`config.mk`:
```
export PLATFORM = sky130hd
export DESIGN_NAME = uart_tx_fifo
export DESIGN_NICKNAME = d
export VERILOG_FILES = /design/src/rtl/uart_pkg.sv /design/src/rtl/uart_fifo_ram.sv /design/src/rtl/uart_tx_fifo.sv
export SDC_FILE = /design/constraint.sdc
export NUM_CORES = 1
export LEC_CHECK = 0
export CORE_MARGIN = 2
export CORE_UTILIZATION = 50
export CTS_CLUSTER_DIAMETER = 60
export CTS_CLUSTER_SIZE = 24
export DETAILED_ROUTE_END_ITERATION = 6
export GPL_TIMING_DRIVEN = 1
export PLACE_DENSITY_LB_ADDON = 0.12
export SLEW_MARGIN = 30
export SYNTH_ARGS = -nofsm -noshare
export SYNTH_HDL_FRONTEND = slang
export SYNTH_SLANG_ARGS = --single-unit
```
`constraint.sdc`:
```
create_clock -name clk -period 3.04 [get_ports clk]
set_clock_uncertainty 0.1 [all_clocks]
set_input_delay 0.456 -clock clk [delete_from_list [all_inputs] [get_ports clk]]
set_output_delay 0.456 -clock clk [all_outputs]
set_load 0.01 [all_outputs]
```
`src/rtl/uart_pkg.sv`:
```
// Shared UART constants and types.
// Optional status flags on the TX FIFO are enabled with the macro UART_FIFO_STATUS_EN.
package uart_pkg;

  localparam int UART_DW            = 8;
  localparam int UART_TX_FIFO_DEPTH = 16;
  localparam int UART_TX_FIFO_AW    = 4;

  // What the FIFO does on a given clock edge, after accept/reject decisions.
  typedef enum logic [1:0] {
    FIFO_OP_IDLE = 2'b00,
    FIFO_OP_PUSH = 2'b01,
    FIFO_OP_POP  = 2'b10,
    FIFO_OP_BOTH = 2'b11
  } fifo_op_e;

endpackage : uart_pkg

```
`src/rtl/uart_fifo_ram.sv`:
```
// DEPTH x DW storage: one synchronous write port and one asynchronous read port.
// The array has no reset; its contents are only meaningful behind the pointers.
module uart_fifo_ram
  import uart_pkg::*;
#(
  parameter int DW    = UART_DW,
  parameter int DEPTH = UART_TX_FIFO_DEPTH,
  parameter int AW    = UART_TX_FIFO_AW
) (
  input  logic          clk,
  input  logic          we,
  input  logic [AW-1:0] waddr,
  input  logic [DW-1:0] wdata,
  input  logic [AW-1:0] raddr,
  output logic [DW-1:0] rdata
);

  logic [DW-1:0] mem_q [DEPTH];

  // Write the addressed entry on an accepted push.
  always_ff @(posedge clk) begin
    if (we) begin
      mem_q[waddr] <= wdata;
    end
  end

  assign rdata = mem_q[raddr];

endmodule : uart_fifo_ram

```
`src/rtl/uart_tx_fifo.sv`:
```
// Show-ahead byte FIFO feeding uart_tx. Head byte is visible on rd_data while
// empty=0. Optional sticky ovf/udf flags with clr_sts when UART_FIFO_STATUS_EN
// is defined; otherwise rejected pushes/pops are silently dropped.
module uart_tx_fifo
  import uart_pkg::*;
#(
  parameter int DW    = UART_DW,
  parameter int DEPTH = UART_TX_FIFO_DEPTH,
  parameter int AW    = UART_TX_FIFO_AW
) (
  input  logic          clk,
  input  logic          rstn,
  input  logic          wr_en,
  input  logic [DW-1:0] wr_data,
  output logic          full,
  input  logic          rd_en,
  output logic [DW-1:0] rd_data,
  output logic          empty,
  output logic [AW:0]   level
`ifdef UART_FIFO_STATUS_EN
  ,
  input  logic          clr_sts,
  output logic          ovf,
  output logic          udf
`endif
);

  localparam logic [AW-1:0] PTR_ONE   = {{(AW-1){1'b0}}, 1'b1};
  localparam logic [AW:0]   LVL_ONE   = {{AW{1'b0}}, 1'b1};
  localparam logic [AW:0]   LVL_ZERO  = {(AW+1){1'b0}};
  localparam logic [AW:0]   LVL_DEPTH = (AW+1)'(DEPTH);

  logic [AW-1:0] wr_ptr_q, wr_ptr_d;
  logic [AW-1:0] rd_ptr_q, rd_ptr_d;
  logic [AW:0]   level_q,  level_d;
  logic          full_q,   full_d;
  logic          empty_q,  empty_d;
  logic          push_s;
  logic          pop_s;
  fifo_op_e      op_s;

  // A push while full is still taken when a pop frees the head slot the same edge.
  assign push_s = wr_en & (~full_q | rd_en);
  assign pop_s  = rd_en & ~empty_q;

  // Classify the edge and compute next pointers, occupancy and status.
  always_comb begin
    op_s     = FIFO_OP_IDLE;
    wr_ptr_d = wr_ptr_q;
    rd_ptr_d = rd_ptr_q;
    level_d  = level_q;

    case ({pop_s, push_s})
      2'b01:   op_s = FIFO_OP_PUSH;
      2'b10:   op_s = FIFO_OP_POP;
      2'b11:   op_s = FIFO_OP_BOTH;
      default: op_s = FIFO_OP_IDLE;
    endcase

    if (push_s) begin
      wr_ptr_d = wr_ptr_q + PTR_ONE;
    end else begin
      wr_ptr_d = wr_ptr_q;
    end

    if (pop_s) begin
      rd_ptr_d = rd_ptr_q + PTR_ONE;
    end else begin
      rd_ptr_d = rd_ptr_q;
    end

    case (op_s)
      FIFO_OP_PUSH: level_d = level_q + LVL_ONE;
      FIFO_OP_POP:  level_d = level_q - LVL_ONE;
      FIFO_OP_BOTH: level_d = level_q;
      default:      level_d = level_q;
    endcase
  end

  // full/empty come from the next level so they are flops, not decodes of wr_en/rd_en.
  assign full_d  = (level_d == LVL_DEPTH);
  assign empty_d = (level_d == LVL_ZERO);

  // Pointer, occupancy and status registers; reset discards all contents.
  always_ff @(posedge clk or negedge rstn) begin
    if (!rstn) begin
      wr_ptr_q <= {AW{1'b0}};
      rd_ptr_q <= {AW{1'b0}};
      level_q  <= LVL_ZERO;
      full_q   <= 1'b0;
      empty_q  <= 1'b1;
    end else begin
      wr_ptr_q <= wr_ptr_d;
      rd_ptr_q <= rd_ptr_d;
      level_q  <= level_d;
      full_q   <= full_d;
      empty_q  <= empty_d;
    end
  end

  uart_fifo_ram #(
    .DW    (DW),
    .DEPTH (DEPTH),
    .AW    (AW)
  ) u_ram (
    .clk   (clk),
    .we    (push_s),
    .waddr (wr_ptr_q),
    .wdata (wr_data),
    .raddr (rd_ptr_q),
    .rdata (rd_data)
  );

  assign full  = full_q;
  assign empty = empty_q;
  assign level = level_q;

`ifdef UART_FIFO_STATUS_EN
  logic ovf_q, ovf_d;
  logic udf_q, udf_d;

  // Sticky error flags; a new event in the clear cycle keeps the flag set.
  always_comb begin
    ovf_d = ovf_q;
    udf_d = udf_q;
    if (wr_en & ~push_s) begin
      ovf_d = 1'b1;
    end else if (clr_sts) begin
      ovf_d = 1'b0;
    end else begin
      ovf_d = ovf_q;
    end
    if (rd_en & empty_q) begin
      udf_d = 1'b1;
    end else if (clr_sts) begin
      udf_d = 1'b0;
    end else begin
      udf_d = udf_q;
    end
  end

  // Status flag registers.
  always_ff @(posedge clk or negedge rstn) begin
    if (!rstn) begin
      ovf_q <= 1'b0;
      udf_q <= 1'b0;
    end else begin
      ovf_q <= ovf_d;
      udf_q <= udf_d;
    end
  end

  assign ovf = ovf_q;
  assign udf = udf_q;
`endif

endmodule : uart_tx_fifo
```
Word-level counts from Yosys, hierarchy flattened:

Memory sizes are Yosys's and may differ from the RTL's.
Index checks and enable logic that the tools add are counted.

* $add $sub $neg: 4
* multiply operators: 0
* divide/modulo/power cells: 0
* order comparisons: 0
* equality and inequality tests: 6
* shift operators: 0
* mux-type cells: 4
* bitwise logic cells: 5
* reduce and logical (&&, ||, !) cells: 1

Operators by type and width (number)
* 5-bit one-hot mux with 2 select lines: 1
* 4-bit by 1-bit adder with 4-bit output (second input constant): 2
* 2-bit == test (second input constant): 3
* 2-bit one-hot mux with 3 select lines: 1
* 5-bit by 1-bit adder with 5-bit output (second input constant): 1
* 5-bit == test (second input constant): 1
* 5-bit logical NOT: 1
* 5-bit by 1-bit subtractor with 5-bit output (second input constant): 1
* 2-bit by 1-bit == test with 1-bit output (second input constant): 2
* 1-bit bitwise AND: 2
* 1-bit 2-to-1 mux: 2
* 1-bit inverter: 2
* 1-bit OR: 1

* register bits: 15
* latch bits: 0
* bits in writable memories: 128
* bits in read-only memories: 0
* logic and storage cells: 26
* memories kept: 1

Memories
* u_ram.mem_q: depth 16, bits a word 8, read ports 1, clocked after Yosys merged registers in 0, wr ports 1, RTL line uart_fifo_ram.sv:18 `logic [DW-1:0] mem_q [DEPTH];`

Logic depth before layout (Yosys ltp):

Gate-level depths: netlist (run 1).

* depth in word-level cells: 8
* depth in mapped cells: 12
* mapped depth without buffers: 11

By module:

Synthesis (run 1) repeated with hierarchy kept, for this count alone.

* cells, all modules: 292
* area, all modules: 5806.8 um^2

Modules (own cells, without submodules)
* uart_fifo_ram: instances 1, cells each 221, area an instance 4987.3 um^2, sequential area each 3843.7 um^2
* uart_tx_fifo: instances 1, cells each 71, area an instance 819.5 um^2, sequential area each 376.6 um^2

Worst setup path before layout (run 1):

OpenSTA, ideal clock, no wires.

* path kind: input -> register
* start: input port rd_en
* end: register full_q (netlist: full)
* setup time: 0.088 ns
* arrival time: 2.430 ns
* path slack: 0.421 ns
* stages: 12
* path through: inv_1 a21boi_2 inv_1 ha_1 buf_2 xor2_1 ha_1 or2_0 mux2i_1 a22oi_2 xnor2_1 nor3b_1

* longest elaborated chain between the ends: 7
* elaborated cells on any way between the ends: 11

Ends and longest elaborated chain
* start, declared: RTL line uart_tx_fifo.sv:16 `input logic rd_en,`
* 1-bit OR: RTL line uart_tx_fifo.sv:43 `assign push_s = wr_en & (~full_q | rd_en);`
* 1-bit bitwise AND: RTL line uart_tx_fifo.sv:43
* 2-bit == test / 2-bit by 1-bit == test with 1-bit output (equally long branches): RTL line uart_tx_fifo.sv:53 `case ({pop_s, push_s})`
* 2-bit one-hot mux with 3 select lines (*): RTL line uart_tx_fifo.sv:53
* 2-bit == test / 2-bit by 1-bit == test with 1-bit output (equally long branches): RTL line uart_tx_fifo.sv:72 `case (op_s)`
* 5-bit one-hot mux with 2 select lines (*): RTL line uart_tx_fifo.sv:72
* net level_d[4]: RTL line uart_tx_fifo.sv:35 `logic [AW:0] level_q, level_d;`
* 5-bit == test (*): RTL line uart_tx_fifo.sv:81 `assign full_d = (level_d == LVL_DEPTH);`
* net full_d: RTL line uart_tx_fifo.sv:36 `logic full_q, full_d;`
* end signal, assigned: RTL line uart_tx_fifo.sv:96 `full_q <= full_d;`
* end, declared: RTL line uart_tx_fifo.sv:36

The timed path passes the listed nets; every way through them passes the cells marked *.
A chain may end at the register's enable or synchronous reset.

Worst setup path after layout (run 1):

* start: register rd_ptr_q[0]
* end: output port rd_data[5]

* longest elaborated chain between the ends: 1

Ends and longest elaborated chain
* start, declared: RTL line uart_tx_fifo.sv:34 `logic [AW-1:0] rd_ptr_q, rd_ptr_d;`
* start signal, assigned: RTL line uart_tx_fifo.sv:88 `rd_ptr_q <= {AW{1'b0}};`
* start signal, assigned: RTL line uart_tx_fifo.sv:94 `rd_ptr_q <= rd_ptr_d;`
* memory 16 x 8 bit
* end, declared: RTL line uart_tx_fifo.sv:17 `output logic [DW-1:0] rd_data,`

No other way between the ends.

==> results of run 1 <==
==> Yosys cell counts, types with 4 or more instances <==
master,instances,area share
edfxtp_1,128,0.65
mux2i_1,26,0.044
o21ai_0,17,0.014
mux4_2,16,0.061
dfrtp_1,14,0.060
nand2_1,14,0.0089
nor2_1,11,0.0070
mux2_2,10,0.019
xnor2_1,10,0.015
a21oi_1,9,0.0077
and2_1,9,0.0096
a221oi_1,8,0.012
a22oi_1,8,0.010
clkbuf_1,8,0.0051
inv_1,8,0.0051
ha_1,7,0.015
buf_4,5,0.0064
buf_2,4,0.0034
nand3_1,4,0.0034
nor4_1,4,0.0043
xor2_1,4,0.0060
==> worst min-delay path by stage <==
stage	start	end	cells after the start
CTS	rstn	level[2]$_DFF_PN0_	1
finish	rstn	level[3]$_DFF_PN0_	1
detailed placement	level[4]$_DFF_PN0_	level[4]$_DFF_PN0_	1
global route	rstn	level[1]$_DFF_PN0_	1
global placement	level[4]$_DFF_PN0_	level[4]$_DFF_PN0_	1
floorplan	rstn	full$_DFF_PN0_	0
==> per-layer routing <==
metal  share of wire  wire (microns)  vias up
li1                -               -     1457
met1            0.46            5464     1617
met2            0.50            5945       63
met3           0.040             472        4
met4          0.0039              46        0
met5               0               0        -
==> cell families (layout without fill, tap and decap cells) <==
group                      after synthesis  in the layout  share of synthesized area
AOI/OAI and AO/OA                       48             48                    0.05360
adders and majority gates                7              7                    0.01489
xor gates and xnor gates                14             14                    0.02084
and+or+nand+nor                         51             51                    0.04615
muxes                                   52             52                     0.1246
DFF                                    143            143                     0.7174
buffers and inverters                   27             94                    0.02254
==> worst register-to-register path: cells and delay by family (launching register included) <==
family                     cells  cell delay, ns
AOI/OAI and AO/OA              1            0.08
and+or+nand+nor                3            0.50
xor gates and xnor gates       2            0.41
DFF                            1            0.56
adders and majority gates      2            0.46
muxes                          1            0.18
==> power breakdown <==
group	total, mW	switching [mW]	leakage (nW)	internal (mW)
registers	2.66	0.239	1.33	2.42
logic	2.45	1.23	0.963	1.22
clock network	1.91	0.790	0.261	1.12
total	7.02	2.26	2.56	4.76
==> flip-flops by register name, indices dropped and copies added (netlist names) <==
register,flops
wr_ptr_q,4
rd_ptr_q,4
empty,1
full,1
level,5
u_ram.mem_q,128
==> stage by stage <==
| step | power, mW | std cells | area (sq um) |
|---|---|---|---|
| after global routing | 7.373 | 552 | 7131 |
| after floorplan | 4.091 | 342 | 5883 |
| final | 7.023 | 552 | 7131 |
| after detailed placement | 4.946 | 512 | 6402 |
| after global placement | 4.892 | 512 | 6402 |
| after CTS | 6.889 | 544 | 6972 |
==> timing repair <==
| item | 4_1_cts | 5_1_grt |
|---|---|---|
| setup endpoints to repair | 8 | 8 |
| cloned | 0 | 2 |
| setup buffers | 0 | 6 |
| hold buffers | 0 | 0 |
| resized for setup | 7 | 17 |
==> layout make-up <==
type / instances / area (sq um)
fill: 832 / 4337
sequential: 143 / 4223
multi-input combinational: 172 / 1593
timing repair buffer: 54 / 563.0
clock buffer: 18 / 429.2
tap: 143 / 178.9
clock inverter: 14 / 113.9
inverter: 8 / 30.03
==> results.md, run 1 <==
- Max Root-Sink Buffers: 2
- Wirelength, routed: 11.93 mm
- Top Family by Delay on Critical Path: flip-flops
- CORE AREA: 11470 sq um
- Worst Setup EP: rd_data[5]
- Reg-to-reg startpoint: empty$_DFF_PN1_
- Core Util, Final: 0.6218
- FP Rows: 39
- Req. time, crit path: 2.48 ns
- Synth-to-layout area growth: 21.20%
- Post-Syn Area per Cell: 17.20 sq um
- All-Layer GR Usage: 0.1949
- Post-DP HPWL: 7.382 mm
- Worst Path Arrival: 2.21 ns
- Worst skew pair latency: 0.41 ns
- DRC viols: 0
- Max Fclk: 361.5 MHz
- Peak supply drop: 0.0005746 V
- Met2 usage: 0.3020
- Commonest non-fill, non-tap cell in the layout: edfxtp_1
- GRT met3 Usage: 0.05454
- Starting density of the core: 0.5130
- Die area: 12650 sq um
- Total congestion overflow: 0
- Peak fanout along the critical path: 11
- CTS Sinks: 143
- Initial antenna violation count: 0
- Final setup margin: 0.2739 ns
- Startpoint Class: flop
- Critical Path Source: rd_ptr_q[0]$_DFFE_PN0N_
- Slew Limit Fails: 0
- DR vias: 3141
- Most frequent cells in the layout: 128 x edfxtp_1, 26 x mux2i_1, 23 x buf_4, 19 x clkbuf_16, 18 x clkdlybuf4s50_1
- Die width: 112.5 microns
- R2R Path End: full$_DFF_PN0_
- RePlAce Congestion: 0.8210
- Port Buf Inserts: 26
- Die H: 112.5 microns
- Worst slew margin relative to its limit: 0.5322
- Post-route antenna net violation count: 0
- Final period utilization: 0.9099
- Reg2Reg Setup Slack: 0.67 ns
- Net count, final: 415
- Vias in the first global route: 3104
- P_leak: 2.556 nW
- Busiest grt layer: met2
- CTS tree: done
- Share of cells above drive strength 1: 0.2445
- Ys flop type: edfxtp_1
- Critical-path top delay cell: dfrtp_2
- Clock transition at path regs: 0.06 ns
- PD cells: 984.9 nW/um^2
- Detailed Routing Iterations Pass 1: 5
- Drt initial violations: 209
- Largest net degree at the start of global routing: 31
- Synth Cell Area: 5883 sq um
- Worst-margin pin slew: 0.6995 ns
- Number of flops mapped to enable cells by yosys: 128
- Fin Hold WS: 0.3659 ns
- Critical path endpoint category: output port
- Antenna cells: 0
- Tmin final: 2.766 ns
- Count of different cell masters after synthesis: 38
- Placement-stage worst setup slack: 0.07310 ns
- Sequential area share after synthesis: 0.7174
- # setup viols final: 0
- Wirelength per Cell: 21.61 microns
- Synth Instances: 342
- Final Hold Viols: 0
- Asr flop ratio synth: 0.1049
- Grt met1 use: 0.2776
- CTS buffer count: 17
- First-pass GRT wire length: 18.02 mm
- RSZ-0062 raised after global routing: false
- Status: finished clean
- Cells on worst reg2reg path: 9
- Crit-path cells: buf_12 > buf_4 > mux4_2 > a22oi_1 > nand2_1 > dlymetal6s2s_1
- Synth Warn #: 0
- Root Driver: clkbuf_16
- TNS Setup: 0 ns
- Htree depth: 4
- Vias/cell: 5.690
- Crit path largest cell delay: 0.50 ns
- WP depth: 6
- Post-Synthesis Net Count: 361
- WP buf/inv: 3
- Setup Crit Path Kind: flop to output port
- Class of the worst hold path: input pin to async pin
- I/O pin count: 27
- Seq cells post-synth: 143
- Maxcap violations: 0
No activity file was read; power rests on OpenSTA's default activity.
==> run 2: changes to the inputs <==
Settings changed: ABC_CLOCK_PERIOD_IN_PS set to 3040.
==> results of run 2 <==
Same layout as run 1: the final DEF is identical, and so are final timing and power.
